### config.mk
export PLATFORM = sky130hd
export DESIGN_NAME = hazard_ctrl
export DESIGN_NICKNAME = d
export VERILOG_FILES = /design/src/rtl/hazard_pkg.sv /design/src/rtl/hazard_fwd_port.sv /design/src/rtl/hazard_ctrl.sv
export SDC_FILE = /design/constraint.sdc
export NUM_CORES = 1
export LEC_CHECK = 0
export ABC_AREA = 0
export BUFFER_PORTS_ARGS = -buffer_cell sky130_fd_sc_hd__buf_4
export CAP_MARGIN = 20
export CORE_MARGIN = 8
export CORE_UTILIZATION = 40
export DETAILED_ROUTE_END_ITERATION = 6
export GPL_ROUTABILITY_DRIVEN = 0
export MAX_ROUTING_LAYER = met4
export PLACE_DENSITY = 0.84
export SYNTH_ARGS = -nofsm -noshare
export SYNTH_HDL_FRONTEND = slang
export SYNTH_SLANG_ARGS = --single-unit
### constraint.sdc
create_clock -name clk -period 2.3 [get_ports clk]
set_input_delay 0.115 -clock clk [delete_from_list [all_inputs] [get_ports clk]]
set_output_delay 0.115 -clock clk [all_outputs]
set_load 0.02 [all_outputs]
### src/rtl/hazard_pkg.sv
// Shared encodings for the hazard controller: writeback-source select and FSM state.
// Pure types, no logic.
package hazard_pkg;

    typedef enum logic [1:0] {
        ALU_RES = 2'b00,
        PC_ADD4 = 2'b01,
        MEM_RD  = 2'b10,
        IMM     = 2'b11
    } wd_sel_e;

    typedef enum logic {
        RUN      = 1'b0,
        MEM_WAIT = 1'b1
    } state_e;

endpackage

### src/rtl/hazard_fwd_port.sv
// One EX read port's bypass: picks MEM (non-load) over WB, flags a MEM load hit.
// Purely combinational; no backpressure of its own.
module hazard_fwd_port
    import hazard_pkg::*;
#(
    parameter int DW = 32,
    parameter int AW = 5
) (
    input  logic          i_re,
    input  logic [AW-1:0] i_ra,
    input  logic          i_we_mem,
    input  logic [AW-1:0] i_wa_mem,
    input  wd_sel_e       i_wd_sel_mem,
    input  logic [DW-1:0] i_alu_ans_mem,
    input  logic [DW-1:0] i_pc_add4_mem,
    input  logic [DW-1:0] i_imm_mem,
    input  logic          i_we_wb,
    input  logic [AW-1:0] i_wa_wb,
    input  logic [DW-1:0] i_wd_wb,
    output logic          o_fe,
    output logic [DW-1:0] o_fd,
    output logic          o_load_hit
);

    logic w_match_mem;
    logic w_match_wb;

    assign w_match_mem = i_re & i_we_mem & (i_wa_mem != '0) & (i_wa_mem == i_ra);
    assign w_match_wb  = i_re & i_we_wb  & (i_wa_wb  != '0) & (i_wa_wb  == i_ra);
    assign o_fe        = w_match_mem | w_match_wb;
    assign o_load_hit  = w_match_mem & (i_wd_sel_mem == MEM_RD);

    // Load data is not yet available in MEM, so a load hit falls through to WB.
    always_comb begin
        o_fd = '0;
        if (w_match_mem && (i_wd_sel_mem != MEM_RD)) begin
            case (i_wd_sel_mem)
                PC_ADD4: o_fd = i_pc_add4_mem;
                IMM:     o_fd = i_imm_mem;
                default: o_fd = i_alu_ans_mem;
            endcase
        end else if (w_match_wb) begin
            o_fd = i_wd_wb;
        end
    end

endmodule

### src/rtl/hazard_ctrl.sv
// Pipeline hazard control: operand bypass, load-use / memory-wait stalls, redirect flushes.
// Stall/flush/forward outputs are combinational; stall_cnt and mem_timeout are registered.
module hazard_ctrl
    import hazard_pkg::*;
#(
    parameter int DW      = 32,
    parameter int AW      = 5,
    parameter int NRP     = 2,
    parameter int TIMEOUT = 255
) (
    input  logic              clk,
    input  logic              rst,
    input  logic [NRP*AW-1:0] ra_ex,
    input  logic [NRP-1:0]    re_ex,
    input  logic              we_mem,
    input  logic [AW-1:0]     wa_mem,
    input  logic [1:0]        wd_sel_mem,
    input  logic [DW-1:0]     alu_ans_mem,
    input  logic [DW-1:0]     pc_add4_mem,
    input  logic [DW-1:0]     imm_mem,
    input  logic              we_wb,
    input  logic [AW-1:0]     wa_wb,
    input  logic [DW-1:0]     wd_wb,
    input  logic              redirect_ex,
    input  logic              mem_req,
    input  logic              mem_ready,
    output logic [NRP-1:0]    fe,
    output logic [NRP*DW-1:0] fd,
    output logic              stall_if,
    output logic              stall_id,
    output logic              stall_ex,
    output logic              stall_mem,
    output logic              flush_id,
    output logic              flush_ex,
    output logic              flush_mem,
    output logic [31:0]       stall_cnt,
    output logic              mem_timeout
);

    localparam int CW = $clog2(TIMEOUT + 1);

    logic          w_fe       [NRP];
    logic [DW-1:0] w_fd       [NRP];
    logic          w_load_hit [NRP];
    logic          w_load_use;
    logic          w_mem_wait;
    state_e        r_state;
    state_e        w_state_nxt;
    logic [CW-1:0] r_wait_cnt;
    logic          r_mem_timeout;
    logic [31:0]   r_stall_cnt;

    for (genvar g = 0; g < NRP; g++) begin : g_port
        hazard_fwd_port #(.DW(DW), .AW(AW)) u_port (
            .i_re          (re_ex[g]),
            .i_ra          (ra_ex[g*AW +: AW]),
            .i_we_mem      (we_mem),
            .i_wa_mem      (wa_mem),
            .i_wd_sel_mem  (wd_sel_e'(wd_sel_mem)),
            .i_alu_ans_mem (alu_ans_mem),
            .i_pc_add4_mem (pc_add4_mem),
            .i_imm_mem     (imm_mem),
            .i_we_wb       (we_wb),
            .i_wa_wb       (wa_wb),
            .i_wd_wb       (wd_wb),
            .o_fe          (w_fe[g]),
            .o_fd          (w_fd[g]),
            .o_load_hit    (w_load_hit[g])
        );
    end

    always_comb begin
        fe         = '0;
        fd         = '0;
        w_load_use = 1'b0;
        for (int i = 0; i < NRP; i++) begin
            fe[i]          = w_fe[i];
            fd[i*DW +: DW] = w_fd[i];
            w_load_use     = w_load_use | w_load_hit[i];
        end
    end

    assign w_mem_wait = mem_req & ~mem_ready;

    always_ff @(posedge clk) begin
        if (rst) r_state <= RUN;
        else     r_state <= w_state_nxt;
    end

    // Memory wait outranks load-use: the whole pipe freezes and nothing is bubbled.
    always_comb begin
        w_state_nxt = r_state;
        stall_if    = 1'b0;
        stall_id    = 1'b0;
        stall_ex    = 1'b0;
        stall_mem   = 1'b0;
        flush_mem   = 1'b0;
        case (r_state)
            RUN:      if (w_mem_wait) w_state_nxt = MEM_WAIT;
            MEM_WAIT: if (mem_ready)  w_state_nxt = RUN;
            default:  w_state_nxt = RUN;
        endcase
        if (w_mem_wait) begin
            stall_if  = 1'b1;
            stall_id  = 1'b1;
            stall_ex  = 1'b1;
            stall_mem = 1'b1;
        end else if (w_load_use) begin
            stall_if  = 1'b1;
            stall_id  = 1'b1;
            stall_ex  = 1'b1;
            flush_mem = 1'b1;
        end
        flush_id = redirect_ex & ~stall_ex;
        flush_ex = redirect_ex & ~stall_ex;
    end

    always_ff @(posedge clk) begin
        if (rst) begin
            r_wait_cnt    <= '0;
            r_mem_timeout <= 1'b0;
        end else begin
            if (w_state_nxt == RUN)
                r_wait_cnt <= '0;
            else if ((r_state == MEM_WAIT) && (r_wait_cnt != CW'(TIMEOUT)))
                r_wait_cnt <= r_wait_cnt + 1'b1;
            if ((r_state == MEM_WAIT) && (r_wait_cnt >= CW'(TIMEOUT - 1)))
                r_mem_timeout <= 1'b1;
        end
    end

    always_ff @(posedge clk) begin
        if (rst)
            r_stall_cnt <= '0;
        else if (stall_if && (r_stall_cnt != 32'hFFFF_FFFF))
            r_stall_cnt <= r_stall_cnt + 32'd1;
    end

    assign stall_cnt   = r_stall_cnt;
    assign mem_timeout = r_mem_timeout;

endmodule

==> results of run 1 <==
-- cell type report --
class	instances	area share
tap	111	0.02291
clock inverter	2	0.002064
multi-input combinational	463	0.4550
sequential	42	0.1391
clock buffer	6	0.01363
inverter	6	0.003716
timing repair buffer	288	0.3635
-- metal layers --
metal / track usage / up-vias / wire [um]
li1: - / 2474 / -
met1: 0.2778 / 2416 / 6494
met2: 0.4627 / 292 / 9009
met3: 0.04526 / 40 / 1330
met4: 0.08881 / 0 / 584
met5: - / - / 0
-- layout by cell type (no fill, tap or decap), types with 2 or more instances in the layout --
| cell type | n |
|---|---|
| nor4_2 | 2 |
| nor4_1 | 3 |
| buf_12 | 3 |
| a41oi_1 | 2 |
| and4_1 | 2 |
| ha_1 | 3 |
| a21oi_1 | 11 |
| nor3_1 | 17 |
| dfxtp_2 | 2 |
| nand3_1 | 82 |
| inv_1 | 6 |
| mux2i_1 | 32 |
| or3_1 | 6 |
| a31o_2 | 2 |
| or2_2 | 2 |
| nor2_1 | 44 |
| dfxtp_1 | 40 |
| xor2_1 | 12 |
| nand2_1 | 50 |
| nand2_2 | 2 |
| o21ai_1 | 2 |
| o21ai_0 | 103 |
| nor3b_1 | 3 |
| clkbuf_8 | 6 |
| xnor2_1 | 36 |
| or4_1 | 2 |
| nand4_1 | 10 |
| nor2b_1 | 3 |
| buf_4 | 284 |
| nor3_2 | 4 |
| and3_1 | 10 |
| nand2b_1 | 4 |
-- through the flow --
| step | hold slack (ns) | instances | utilization | setup WS, ns | power [W] |
|---|---|---|---|---|---|
| floorplan | 0.3498 | 555 | - | 0.05178 | 0.0009712 |
| detailed placement | 0.4821 | 908 | 0.6439 | 0.03920 | 0.001280 |
| CTS | 0.2035 | 916 | 0.6543 | 0.03245 | 0.001770 |
| global placement | 0.4583 | 908 | 0.6439 | 0.1326 | 0.001266 |
| finish | 0.2045 | 918 | 0.6590 | 0.1229 | 0.001773 |
| global route | 0.2242 | 918 | 0.6590 | 0.006841 | 0.001844 |
-- kinds of logic (layout without fill, tap and decap cells) --
| kind of cell | count (synthesis) | in the layout | share of synthesized area |
|---|---|---|---|
| AOI/OAI and AO/OA | 124 | 124 | 0.1730 |
| xor gates and xnor gates | 48 | 48 | 0.1116 |
| adders and majority gates | 3 | 3 | 0.009965 |
| buffers and inverters | 50 | 302 | 0.05613 |
| DFF | 42 | 42 | 0.2232 |
| muxes | 34 | 34 | 0.09200 |
| and+or+nand+nor | 254 | 254 | 0.3341 |
-- power by group through the flow --
stage	clock network, W	registers, W	logic, W
floorplan	0	0.000750	0.000221
global placement	0	0.000749	0.000517
detailed placement	0	0.000750	0.000531
CTS	0.000506	0.000732	0.000532
global route	0.000530	0.000733	0.000581
finish	0.000500	0.000732	0.000541
-- critical path, stage by stage, from the launching register on --
cell	delay, ns
dfxtp_1	0.40
and4_4	0.28
nand4_2	0.18
or3_1	0.46
o22ai_4	0.16
nor4_2	0.10
and3_4	0.20
mux2_4	0.29
-- final timing paths --
check,start,end,slack (ns),cells past startpoint
worst max register to register,stall_cnt[7],stall_cnt[20],0.12,7
worst max-delay path,stall_cnt[7],stall_cnt[20],0.12,7
worst min register to register,mem_timeout,mem_timeout,0.49,2
worst min-delay path,mem_req,r_state,0.20,3
-- state kept, by name, indices dropped and copies added, names as in the netlist --
name	flops
stall_cnt	32
r_wait_cnt	8
mem_timeout	1
r_state	1
-- cells in the mapped netlist (3+ instances only) --
cell type  count
clkbuf_1      29
nor2b_1        4
xor2_1        12
or3_1          6
buf_1          6
nor3b_1        3
nor3_1        21
and4_1         3
inv_1          6
dfxtp_1       42
nand3_1       82
buf_2          4
and3_1        10
buf_4          5
nand4_1       10
a21oi_1       11
nand2_1       52
o21ai_0      103
xnor2_1       36
ha_1           3
nor2_1        44
nand2b_1       4
mux2i_1       32
nor4_1         4
-- repair_timing --
action	4_1_cts	5_1_grt
setup buffers	0	2
endpoints found under the hold margin	0	0
setup endpoints to repair	0	44
hold buffers	0	0
gates resized for setup	0	8
==> metrics.cfg, run 1 <==
[drt]
post_drt_wl_per_cell_um=18.97
final_antenna_net_count=0
first_pass_iters=5
drt_iter0_drc=443
post_drt_via_cell_ratio=5.688
vias=5222
drc=0
drt-total-wl_um=17420

[finish]
n_antenna_cell=0
drive_above_1_share=0.3941
final_nets=968
stdcell_area_mm2=0.006061
nFillCells=780
multiInputGateArea_mm2=0.002758
syn_to_final_growth_pct=60.88
regArea_um2=843.3

[clock_tree]
htree_num_levels=2
cts_tree=done
clk_latency_ns=0.30
cts_max_path_buffers=2
clk_pin_slew_ns=0.08
clockRootBuffer=clkbuf_8
cts_sinks=42
cts_buffers=5

[timing]
finalCritPeriodShare=0.9466
rsz0062_at_grt=false
fin_skew_ns=0.008749
hold_violations=0
maxSlewHeadroom=0.6092
min_period_ns=2.177
setup-violations-final=0
finalSetupTns_ns=0
worstMarginPinSlew_ns=0.5823
drv_slew=0
fmax_mhz=459.3

[global_routing]
grt_overflow=0
grt_max_degree=65
grt_usage=0.2567
antenna_found_initial=0
grt_pass1_vias=4901
grt_pass1_wl_um=26140

[power_and_ir_drop]
p_seq_frac=0.413
p_switching_w=0.0005143
ir_drop_v=0.0004226
power_density_mw_per_mm2=292.6
clockPowerShare=0.282
cellLeakagePower_nw=2.730
swShare=0.2900
internal_power_w=0.001259
pwr-share-comb=0.305

[critical_path]
crit_type=register to register
cp_max_fo=5
cp-end-kind=register
worstPathRequired_ns=2.50
worstPathArrival_ns=2.37
cp-start-kind=register

[status]
status=complete, no violations

[logic_synthesis]
ys_warn_count=0
synth_seq_area_share=0.2232
yosysUniqueCellTypes=42
synth_fp_nets=717
yosys.area.top_type=dfxtp_1
synth_edf_count=0
syn_inst=555
syn_avg_cell_area_um2=6.788
synth_top_area_share=0.2232
synth_flop_cell=dfxtp_1
netlist_top_cells_area=dfxtp_1 22%, o21ai_0 14%, nand3_1 11%
netlist_area_mm2=0.003767
ys_async_sr_fraction=0
ys_ff_latch=42

[placed_design]
hpwlAfterDp_um=14280
postPlaceCellArea_mm2=0.005922
port_buffers=264

[floorplan]
dieArea_mm2=0.01278
die_width_um=113.1
num_io_pins=265
start_util=0.4097
num_rows=35
core_mm2=0.009196
fp.dieH_um=113.1

[worst_hold_path]
min_path_type=input port to register

[flow_run]
drv_cap=0

No activity file was read; power rests on OpenSTA's default activity.
==> run 2: changes to the inputs <==
Settings changed: BUFFER_PORTS_ARGS -buffer_cell sky130_fd_sc_hd__buf_4 to not set, DONT_BUFFER_PORTS set to 1, PLACE_DENSITY 0.84 to 0.6.
==> run 2 against run 1 <==
- power shrank 16%
- core utilization fell by 15 points
- sequential share of layout area is 4.1 points higher
- sequential power hardly changed
- hold slack worse by 0.15 ns
- die area stayed put
- routed wire length decreased by 14%
- clock power is essentially flat
- via count down 17%
- global-route usage fell by 3.4 points
- first-iteration DRC count increased by 12%
- cell count shrank 20%
- highest routed layer unchanged
==> metrics.cfg, run 2 (synthesis gave the netlist of run 1 again) <==
[power_and_ir_drop]
ir_drop_v=0.0003080  ; -27%
power_density_mw_per_mm2=320.2  ; +9.4%
cellLeakagePower_nw=1.843  ; -33%

[status]
status=complete, no violations

[timing]
hold_violations=0  ; unchanged
finalSetupTns_ns=0  ; unchanged
drv_slew=0  ; unchanged
rsz0062_at_grt=false
maxSlewHeadroom=0.5853  ; -0.02396
setup-violations-final=0  ; unchanged
min_period_ns=2.098  ; -0.07924 ns
finalCritPeriodShare=0.9121  ; -0.03445
fin_skew_ns=0.01306  ; +0.004312 ns
fmax_mhz=476.7  ; +3.8%
timing.hold.ws_ns=0.05097  ; -0.1535 ns
worstMarginPinSlew_ns=0.6180  ; +0.03570 ns

[clock_tree]
cts_tree=done
ctsResizeCount=0  ; unchanged
htree_num_levels=2  ; unchanged
cts-hold-fix-buffers=1  ; +1
cts_max_path_buffers=2  ; unchanged
clk_pin_slew_ns=0.09  ; about the same
cts_buffers=5  ; unchanged
post-cts-setup-buffers=0  ; unchanged
clockRootBuffer=clkbuf_8
cts_sinks=42  ; unchanged
clk_latency_ns=0.30  ; about the same

[critical_path]
cp_max_fo=15  ; +10
slowest_stage=or3_1
crit_type=register to register
worstPathArrival_ns=2.28  ; -0.09 ns
max_stage_delay_ns=0.42  ; -0.04 ns
crit_chain=and4_1 -> nand4_2 -> or3_1 -> o22ai_2 -> buf_4 -> nor4_1 -> xnor2_1 -> nor2_1
worstPathRequired_ns=2.48  ; -0.02 ns
cp-start-kind=register
cp-end-kind=register

[drt]
drt_iter0_drc=498  ; +12%
first_pass_iters=7  ; +2
drt-total-wl_um=15010  ; -14%
drc=0  ; unchanged
vias=4349  ; -17%
post_drt_wl_per_cell_um=20.36  ; +7.3%
final_antenna_net_count=0  ; unchanged
post_drt_via_cell_ratio=5.901  ; +3.7%

[finish]
regArea_um2=840.8  ; -0.30%
syn_to_final_growth_pct=23.98
nFillCells=914  ; +17%
layout_common_cells=103 x o21ai_0, 103 x buf_4, 82 x nand3_1, 50 x nand2_1, 44 x nor2_1
drive_above_1_share=0.2077  ; -0.1864
n_antenna_cell=0  ; unchanged
multiInputGateArea_mm2=0.002735  ; -0.82%
stdcell_area_mm2=0.004671  ; -23%
largest_reg_flops=32  ; unchanged
final_util=0.5079  ; -0.1512
final_nets=787  ; -19%

[global_routing]
grt_overflow=0  ; unchanged
antenna_found_initial=0  ; unchanged
grt_max_degree=66  ; +1.5%
grt_pass1_vias=4161  ; -15%
grt_pass1_wl_um=22630  ; -13%
grt_usage=0.2228  ; -0.03390

[floorplan]
core_mm2=0.009196  ; unchanged
start_util=0.4097  ; unchanged
fp.dieH_um=113.1  ; unchanged
dieArea_mm2=0.01278  ; unchanged
num_io_pins=265  ; unchanged
die_width_um=113.1  ; unchanged
num_rows=35  ; unchanged

[placed_design]
postPlaceCellArea_mm2=0.004551  ; -23%
port_buffers=0  ; -100%
hpwlAfterDp_um=12340  ; -14%

[flow_run]
drv_cap=0  ; unchanged

[worst_hold_path]
min_path_type=input port to register

-- run 2: cell count changes in the layout (fill, tap and decap cells not counted), sizes merged --
cell,delta
dlygate4sd3,+1
buf,-182
-- run 2: report_power, final --
group | leakage (nW) | internal, W | switching, W
Combinational | 1.46 | 0.000114 | 0.000150
Clock | 0.0472 | 0.000242 | 0.000260
Sequential | 0.338 | 0.000729 | 0.00000196
-- run 2: layout make-up --
type | instances | area share
clock buffers | 6 | 0.01768
multi-input cells | 463 | 0.5856
well taps | 111 | 0.02973
inverters | 6 | 0.004822
flip-flops and latches | 42 | 0.1800
repair buffers | 107 | 0.1795
clock inverters | 2 | 0.002679
-- run 2: layer usage --
metal	global-route usage	routed length (um)	vias up
met5	-	0	-
met4	0.05861	278	0
met3	0.07827	1629	22
met2	0.3925	7646	223
met1	0.2319	5452	1989
li1	-	-	2115
-- run 2: worst paths after layout --
kind / endpoint / slack, ns / cells past startpoint / from
setup / recovery: stall_cnt[7] / 0.20 / 8 / stall_cnt[11]
hold / removal: stall_cnt[20] / 0.05 / 2 / rst
setup reg to reg: stall_cnt[7] / 0.20 / 8 / stall_cnt[11]
hold reg to reg: r_wait_cnt[5] / 0.50 / 2 / r_wait_cnt[5]
-- run 2: metrics by stage --
stage	cells	total power, W	setup slack [ns]
2_1_floorplan	555	0.0009712	0.05178
3_3_place_gp	727	0.0009945	0.3196
3_5_place_dp	727	0.001001	0.2393
4_1_cts	736	0.001507	0.1741
5_1_grt	737	0.001556	0.03865
6_report	737	0.001496	0.2021
-- run 2: critical path, delay by kind of cell, from the launching register on --
family / cells / cell delay, ns
flip-flops: 1 / 0.33
buffers and inverters: 1 / 0.26
AND/OR/NAND/NOR: 5 / 1.03
XOR/XNOR: 1 / 0.15
AO/OA/AOI/OAI: 1 / 0.19
